$ cat config.mk
export PLATFORM = sky130hd
export DESIGN_NAME = instruction_decode
export DESIGN_NICKNAME = d
export VERILOG_FILES = /design/src/rtl/instruction_decode.sv
export SDC_FILE = /design/constraint.sdc
export NUM_CORES = 1
export LEC_CHECK = 0
export BUFFER_PORTS_ARGS = -buffer_cell sky130_fd_sc_hd__clkbuf_2
export CAP_MARGIN = 20
export CORE_AREA = 2 2 229 231
export CTS_BUF_LIST = sky130_fd_sc_hd__clkbuf_2 sky130_fd_sc_hd__clkbuf_4 sky130_fd_sc_hd__clkbuf_8
export DETAILED_ROUTE_END_ITERATION = 8
export DIE_AREA = 0 0 231 233
export MAX_ROUTING_LAYER = met4
export PLACE_DENSITY_LB_ADDON = 0.05
export SLEW_MARGIN = 10
export SYNTH_ARGS = -nofsm -noshare
export SYNTH_HDL_FRONTEND = slang
export SYNTH_SLANG_ARGS = --single-unit
$ cat constraint.sdc
create_clock -name clk -period 7.9 [get_ports clk]
set_input_delay 0.79 -clock clk [delete_from_list [all_inputs] [get_ports clk]]
set_output_delay 0.79 -clock clk [all_outputs]
set_load 0.02 [all_outputs]
$ cat src/rtl/instruction_decode.sv
// RV64I decode stage: registers fetched word/PC, reads operands with writeback bypass, builds immediates and control.
// Latency one cycle; stall_in freezes the bundle, flush and load-use hazards insert a bubble and hold fetch.
module instruction_decode #(
    parameter int XLEN     = 64,
    parameter int ALU_OP_W = 4
) (
    input  logic                clk,
    input  logic                rst,
    input  logic                if_valid,
    input  logic [31:0]         if_instr,
    input  logic [XLEN-1:0]     if_pc,
    input  logic                stall_in,
    input  logic                flush,
    output logic                stall_out,
    output logic [4:0]          rf_rs1_addr,
    output logic [4:0]          rf_rs2_addr,
    input  logic [XLEN-1:0]     rf_rs1_data,
    input  logic [XLEN-1:0]     rf_rs2_data,
    input  logic                wb_en,
    input  logic [4:0]          wb_rd,
    input  logic [XLEN-1:0]     wb_data,
    input  logic                ex_valid,
    input  logic                ex_is_load,
    input  logic [4:0]          ex_rd,
    output logic                id_valid,
    output logic [XLEN-1:0]     id_pc,
    output logic [XLEN-1:0]     id_rs1_val,
    output logic [XLEN-1:0]     id_rs2_val,
    output logic [XLEN-1:0]     id_imm,
    output logic [4:0]          id_rd,
    output logic                id_reg_write,
    output logic [2:0]          id_class,
    output logic [ALU_OP_W-1:0] id_alu_op,
    output logic [2:0]          id_funct3,
    output logic                id_is_word,
    output logic                id_is_auipc,
    output logic                id_illegal
);
    localparam logic [6:0] OPC_LOAD      = 7'h03;
    localparam logic [6:0] OPC_OP_IMM    = 7'h13;
    localparam logic [6:0] OPC_AUIPC     = 7'h17;
    localparam logic [6:0] OPC_OP_IMM_32 = 7'h1B;
    localparam logic [6:0] OPC_STORE     = 7'h23;
    localparam logic [6:0] OPC_OP        = 7'h33;
    localparam logic [6:0] OPC_LUI       = 7'h37;
    localparam logic [6:0] OPC_OP_32     = 7'h3B;
    localparam logic [6:0] OPC_BRANCH    = 7'h63;
    localparam logic [6:0] OPC_JALR      = 7'h67;
    localparam logic [6:0] OPC_JAL       = 7'h6F;

    localparam logic [2:0] CLS_OP     = 3'd0;
    localparam logic [2:0] CLS_OP_IMM = 3'd1;
    localparam logic [2:0] CLS_LOAD   = 3'd2;
    localparam logic [2:0] CLS_STORE  = 3'd3;
    localparam logic [2:0] CLS_BRANCH = 3'd4;
    localparam logic [2:0] CLS_JAL    = 3'd5;
    localparam logic [2:0] CLS_JALR   = 3'd6;
    localparam logic [2:0] CLS_UPPER  = 3'd7;

    logic [6:0] opcode;
    logic [2:0] funct3;
    logic [6:0] funct7;
    logic [5:0] funct6;
    logic [4:0] rs1;
    logic [4:0] rs2;
    logic [4:0] rd;

    assign opcode = if_instr[6:0];
    assign rd     = if_instr[11:7];
    assign funct3 = if_instr[14:12];
    assign rs1    = if_instr[19:15];
    assign rs2    = if_instr[24:20];
    assign funct7 = if_instr[31:25];
    assign funct6 = if_instr[31:26];

    assign rf_rs1_addr = rs1;
    assign rf_rs2_addr = rs2;

    logic [XLEN-1:0] imm_i, imm_s, imm_b, imm_u, imm_j;

    assign imm_i = {{(XLEN-12){if_instr[31]}}, if_instr[31:20]};
    assign imm_s = {{(XLEN-12){if_instr[31]}}, if_instr[31:25], if_instr[11:7]};
    assign imm_b = {{(XLEN-13){if_instr[31]}}, if_instr[31], if_instr[7], if_instr[30:25],
                    if_instr[11:8], 1'b0};
    assign imm_u = {{(XLEN-32){if_instr[31]}}, if_instr[31:12], 12'b0};
    assign imm_j = {{(XLEN-21){if_instr[31]}}, if_instr[31], if_instr[19:12], if_instr[20],
                    if_instr[30:21], 1'b0};

    logic [2:0]          dec_class;
    logic [XLEN-1:0]     dec_imm;
    logic                dec_illegal;
    logic                dec_writes;
    logic                uses_rs1;
    logic                uses_rs2;
    logic [ALU_OP_W-1:0] dec_alu_op;

    always_comb begin
        dec_class   = CLS_OP;
        dec_imm     = '0;
        dec_illegal = 1'b0;
        dec_writes  = 1'b0;
        uses_rs1    = 1'b0;
        uses_rs2    = 1'b0;
        dec_alu_op  = '0;
        case (opcode)
            OPC_OP, OPC_OP_32: begin
                uses_rs1    = 1'b1;
                uses_rs2    = 1'b1;
                dec_writes  = 1'b1;
                dec_alu_op  = ALU_OP_W'({funct7[5], funct3});
                // funct7=0x20 is only meaningful for SUB and SRA
                dec_illegal = !((funct7 == 7'h00) ||
                                (funct7 == 7'h20 && (funct3 == 3'd0 || funct3 == 3'd5)));
                if (opcode == OPC_OP_32 && !(funct3 == 3'd0 || funct3 == 3'd1 || funct3 == 3'd5))
                    dec_illegal = 1'b1;
            end
            OPC_OP_IMM: begin
                dec_class  = CLS_OP_IMM;
                uses_rs1   = 1'b1;
                dec_writes = 1'b1;
                dec_imm    = imm_i;
                dec_alu_op = ALU_OP_W'({(funct3 == 3'd5) & funct7[5], funct3});
                if (funct3 == 3'd1)
                    dec_illegal = (funct6 != 6'h00);
                else if (funct3 == 3'd5)
                    dec_illegal = (funct6 != 6'h00) && (funct6 != 6'h10);
            end
            OPC_OP_IMM_32: begin
                dec_class   = CLS_OP_IMM;
                uses_rs1    = 1'b1;
                dec_writes  = 1'b1;
                dec_imm     = imm_i;
                dec_alu_op  = ALU_OP_W'({(funct3 == 3'd5) & funct7[5], funct3});
                // 32-bit shifts have a 5-bit shamt, so instr[25] must be clear
                dec_illegal = !((funct3 == 3'd0) ||
                                (funct3 == 3'd1 && funct7 == 7'h00) ||
                                (funct3 == 3'd5 && (funct7 == 7'h00 || funct7 == 7'h20)));
            end
            OPC_LOAD: begin
                dec_class   = CLS_LOAD;
                uses_rs1    = 1'b1;
                dec_writes  = 1'b1;
                dec_imm     = imm_i;
                dec_illegal = (funct3 == 3'd7);
            end
            OPC_STORE: begin
                dec_class   = CLS_STORE;
                uses_rs1    = 1'b1;
                uses_rs2    = 1'b1;
                dec_imm     = imm_s;
                dec_illegal = funct3[2];
            end
            OPC_BRANCH: begin
                dec_class   = CLS_BRANCH;
                uses_rs1    = 1'b1;
                uses_rs2    = 1'b1;
                dec_imm     = imm_b;
                dec_illegal = (funct3 == 3'd2) || (funct3 == 3'd3);
            end
            OPC_JAL: begin
                dec_class  = CLS_JAL;
                dec_writes = 1'b1;
                dec_imm    = imm_j;
            end
            OPC_JALR: begin
                dec_class   = CLS_JALR;
                uses_rs1    = 1'b1;
                dec_writes  = 1'b1;
                dec_imm     = imm_i;
                dec_illegal = (funct3 != 3'd0);
            end
            OPC_LUI, OPC_AUIPC: begin
                dec_class  = CLS_UPPER;
                dec_writes = 1'b1;
                dec_imm    = imm_u;
            end
            default: dec_illegal = 1'b1;
        endcase
    end

    logic [XLEN-1:0] rs1_val;
    logic [XLEN-1:0] rs2_val;

    assign rs1_val = (rs1 == 5'd0) ? '0 :
                     (wb_en && wb_rd == rs1) ? wb_data : rf_rs1_data;
    assign rs2_val = (rs2 == 5'd0) ? '0 :
                     (wb_en && wb_rd == rs2) ? wb_data : rf_rs2_data;

    logic load_use;

    assign load_use = if_valid && ex_valid && ex_is_load && (ex_rd != 5'd0) &&
                      ((ex_rd == rs1 && uses_rs1) || (ex_rd == rs2 && uses_rs2));

    assign stall_out = stall_in | (load_use & ~flush);

    always_ff @(posedge clk or posedge rst) begin
        if (rst) begin
            id_valid     <= 1'b0;
            id_pc        <= '0;
            id_rs1_val   <= '0;
            id_rs2_val   <= '0;
            id_imm       <= '0;
            id_rd        <= '0;
            id_reg_write <= 1'b0;
            id_class     <= '0;
            id_alu_op    <= '0;
            id_funct3    <= '0;
            id_is_word   <= 1'b0;
            id_is_auipc  <= 1'b0;
            id_illegal   <= 1'b0;
        end else if (flush) begin
            id_valid <= 1'b0;
        end else if (stall_in) begin
            id_valid <= id_valid;
        end else if (load_use) begin
            id_valid <= 1'b0;
        end else begin
            id_valid     <= if_valid;
            id_pc        <= if_pc;
            id_rs1_val   <= rs1_val;
            id_rs2_val   <= rs2_val;
            id_imm       <= dec_imm;
            id_rd        <= rd;
            id_reg_write <= dec_writes && (rd != 5'd0) && !dec_illegal;
            id_class     <= dec_class;
            id_alu_op    <= dec_alu_op;
            id_funct3    <= funct3;
            id_is_word   <= (opcode == OPC_OP_32) || (opcode == OPC_OP_IMM_32);
            id_is_auipc  <= (opcode == OPC_AUIPC);
            id_illegal   <= dec_illegal;
        end
    end
endmodule
==> impl_metrics.ini <==
[synthesis]
synth.top_cell.area_share_pct = 50.2
syn_area_sq_um = 12200
syn_avg_cell_area_sq_um = 11.2
synthesis.nets = 1396
synth_top_cell_by_area = dfrtp_1
yosysSeqAreaShare_pct = 50.2
async_reset_ff_share_pct = 100
ys_types = 53
synth_seq_cells = 244
ys_warn_count = 0
synthCells = 1090
ys_top_cells_by_area = dfrtp_1 50%, mux2i_1 11%, o21ai_0 8.9%, o31ai_1 8.0%, mux2_2 4.1%
synth_edf_count = 0
ys.flop_type = dfrtp_1

[die]
row_count = 83
chipHeight_um = 233
core_sq_um = 51100
dieArea_sq_um = 53800
pin_count = 593
die_w_um = 231
initial_core_util_pct = 23.8

[route]
antenna_left = 0
routed_wl_um = 52800
drc = 0
drt-wirelength-per-cell_um = 22.7
vias = 10766
via_per_inst = 4.64
drt_iter0_markers = 583
firstDrtPassIters = 5

[worst_setup_path]
critPathMaxStageDelay_ns = 0.68
regToRegSetupSlack_ns = 6.67
crit_slowest_cell = buf_4
crit_top_cell = clkbuf_2
cp-start-kind = input pin
required_ns = 7.11
cpLargestDelayFamily = buffers and inverters
crit_chain = clkbuf_2 > and2_0 > nand3_1 > nor3_1 > o221a_4 > buf_4 > a21o_1 > clkbuf_2
r2r-start = id_imm[62]$_DFFE_PP0P_
path_class = in2out
critPathCapture = stall_out
cp_max_fo = 89
worstReg2RegEnd = id_imm[62]$_DFFE_PP0P_
path_depth = 8
ff2ff_path_depth = 2
timing.critical_path.to_type = output port
arrival_ns = 2.96
critPathLaunch = if_instr[1]
worst-path-buf-inv = 3

[cts]
hold_buffers = 0
cts_tree = built
cts-root-buf = clkbuf_8
ctsHtreeMaxLevel = 2
clk_path_buf_depth = 3
clkTransAtPathRegs_ns = 0.06
cts_buffers = 48
clock_sink_count = 244
post_cts_buffers = 0
cts_resized = 0
clk_latency_ns = 0.63

[cells_and_area]
fin_cells = 2320
syn2layout_area_growth_pct = 34.6
drive_gt1_share_pct = 47.5
layout_common_cells = 592 x clkbuf_2, 244 x dfrtp_1, 217 x o21ai_0
final_nets = 1907
utilization_pct = 32.0
final_common_cell = clkbuf_2

[placement]
place_hpwl_um = 37700
place_ws_ns = 3.97
post-place-cells = 2231
gp_congestion = 0.794
io_buffers = 592

[timing]
fmaxAchievable_mhz = 266
drv_slew = 0
rsz0062_at_grt = no
fin_skew_ns = 0
worstMarginPinSlew_ns = 1.09
setup_viol = 0
fin_ws_ns = 4.15
finalCritPeriodShare_pct = 47.5
fin_crit_ns = 3.75
finalHoldViolCount = 0
fin_tns_setup_ns = 0
slew_headroom_pct = 27.1

[worst_hold_path]
hp-class = in2async

[run]
max-cap-violations = 0

[global_route]
grt_overflow = 0
grt_util_all_layers_pct = 19.4
grt_pass1_vias = 11141
antenna_found_initial = 2
grt_first_pass_wirelength_um = 75900
grt_max_degree = 131

[pwr]
power_density_nw_per_um2 = 227
finalPower_mw = 3.72
peakVddDrop_mv = 0.0976
p_leak_nw = 7.66

[status]
status = finished, final reports clean
[report_power, final]
| part | internal (mW) | total [mW] | switching, mW | leakage (nW) |
|---|---|---|---|---|
| sequential | 1.40 | 1.48 | 0.0774 | 3.04 |
| combinational | 0.297 | 0.823 | 0.526 | 4.06 |
| clock | 0.826 | 1.42 | 0.594 | 0.566 |
| total | 2.52 | 3.72 | 1.20 | 7.66 |
[final cells by class]
type	count	area, sq um
Fill cell	5430	34700
Sequential cell	244	6110
Multi-Input combinational cell	695	5230
Timing Repair Buffer	605	3070
Clock buffer	81	996
Tap cell	680	851
Clock inverter	6	67.6
Inverter	7	33.8
Antenna cell	2	5.00
[through the flow]
step           cell area [sq um]  hold WS, ns
2_1_floorplan              12200        0.626
3_3_place_gp               15300        0.490
3_5_place_dp               15300        0.493
4_1_cts                    16400        0.316
5_1_grt                    16400        0.338
6_report                   16400        0.350
[cells by family (layout without fill, tap and decap cells)]
logic type             Yosys count  after routing  share of synthesized area, %
buffers and inverters          151            699                          7.12
AND/OR/NAND/NOR                 78             78                          3.47
multiplexers                   201            201                          18.2
AO/OA/AOI/OAI                  396            396                          19.6
XOR/XNOR                        20             20                          1.44
flip-flops                     244            244                          50.2
other                            0              2                             0
[synthesized netlist by cell type, types with 2 or more instances]
library cell and number:
a211oi_1 2, a21oi_1 29, a22oi_1 5, and2_1 2
and3_1 4, buf_2 28, buf_4 42, buf_6 14
clkbuf_1 58, dfrtp_1 244, inv_1 7, mux2_2 44
mux2_4 29, mux2i_1 128, nand2_1 18, nand2b_1 3
nand3_1 9, nor2_1 12, nor2b_1 2, nor3_1 8
nor4_1 4, o21ai_0 217, o31ai_1 130, or4_1 4
xnor2_1 10, xor2_1 10
[flip-flops by register name (all words and copies together), names as in the netlist]
register,cells
id_valid,1
id_alu_op,4
id_is_auipc,1
id_rs1_val,64
id_funct3,3
id_rd,5
id_class,3
id_reg_write,1
id_pc,64
id_rs2_val,64
id_illegal,1
id_is_word,1
id_imm,32
[how the worst min path moves through the flow]
stage / to / startpoint
2_1_floorplan: id_alu_op[0]$_DFFE_PP0P_ / id_alu_op[0]$_DFFE_PP0P_
3_3_place_gp: id_rs2_val[2]$_DFFE_PP0P_ / id_rs2_val[2]$_DFFE_PP0P_
3_5_place_dp: id_pc[61]$_DFFE_PP0P_ / id_pc[61]$_DFFE_PP0P_
4_1_cts: id_valid$_DFFE_PP0P_ / flush
5_1_grt: id_pc[51]$_DFFE_PP0P_ / if_pc[51]
6_report: id_pc[61]$_DFFE_PP0P_ / rst
[layer usage]
| metal | wire length (um) | vias up | GRT usage [%] |
|---|---|---|---|
| li1 | - | 5024 | - |
| met1 | 22600 | 5295 | 24.2 |
| met2 | 25500 | 378 | 30.8 |
| met3 | 3480 | 69 | 5.29 |
| met4 | 1230 | 0 | 5.42 |
| met5 | 0 | - | - |
Note: power is estimated with default switching activity, not from simulation.
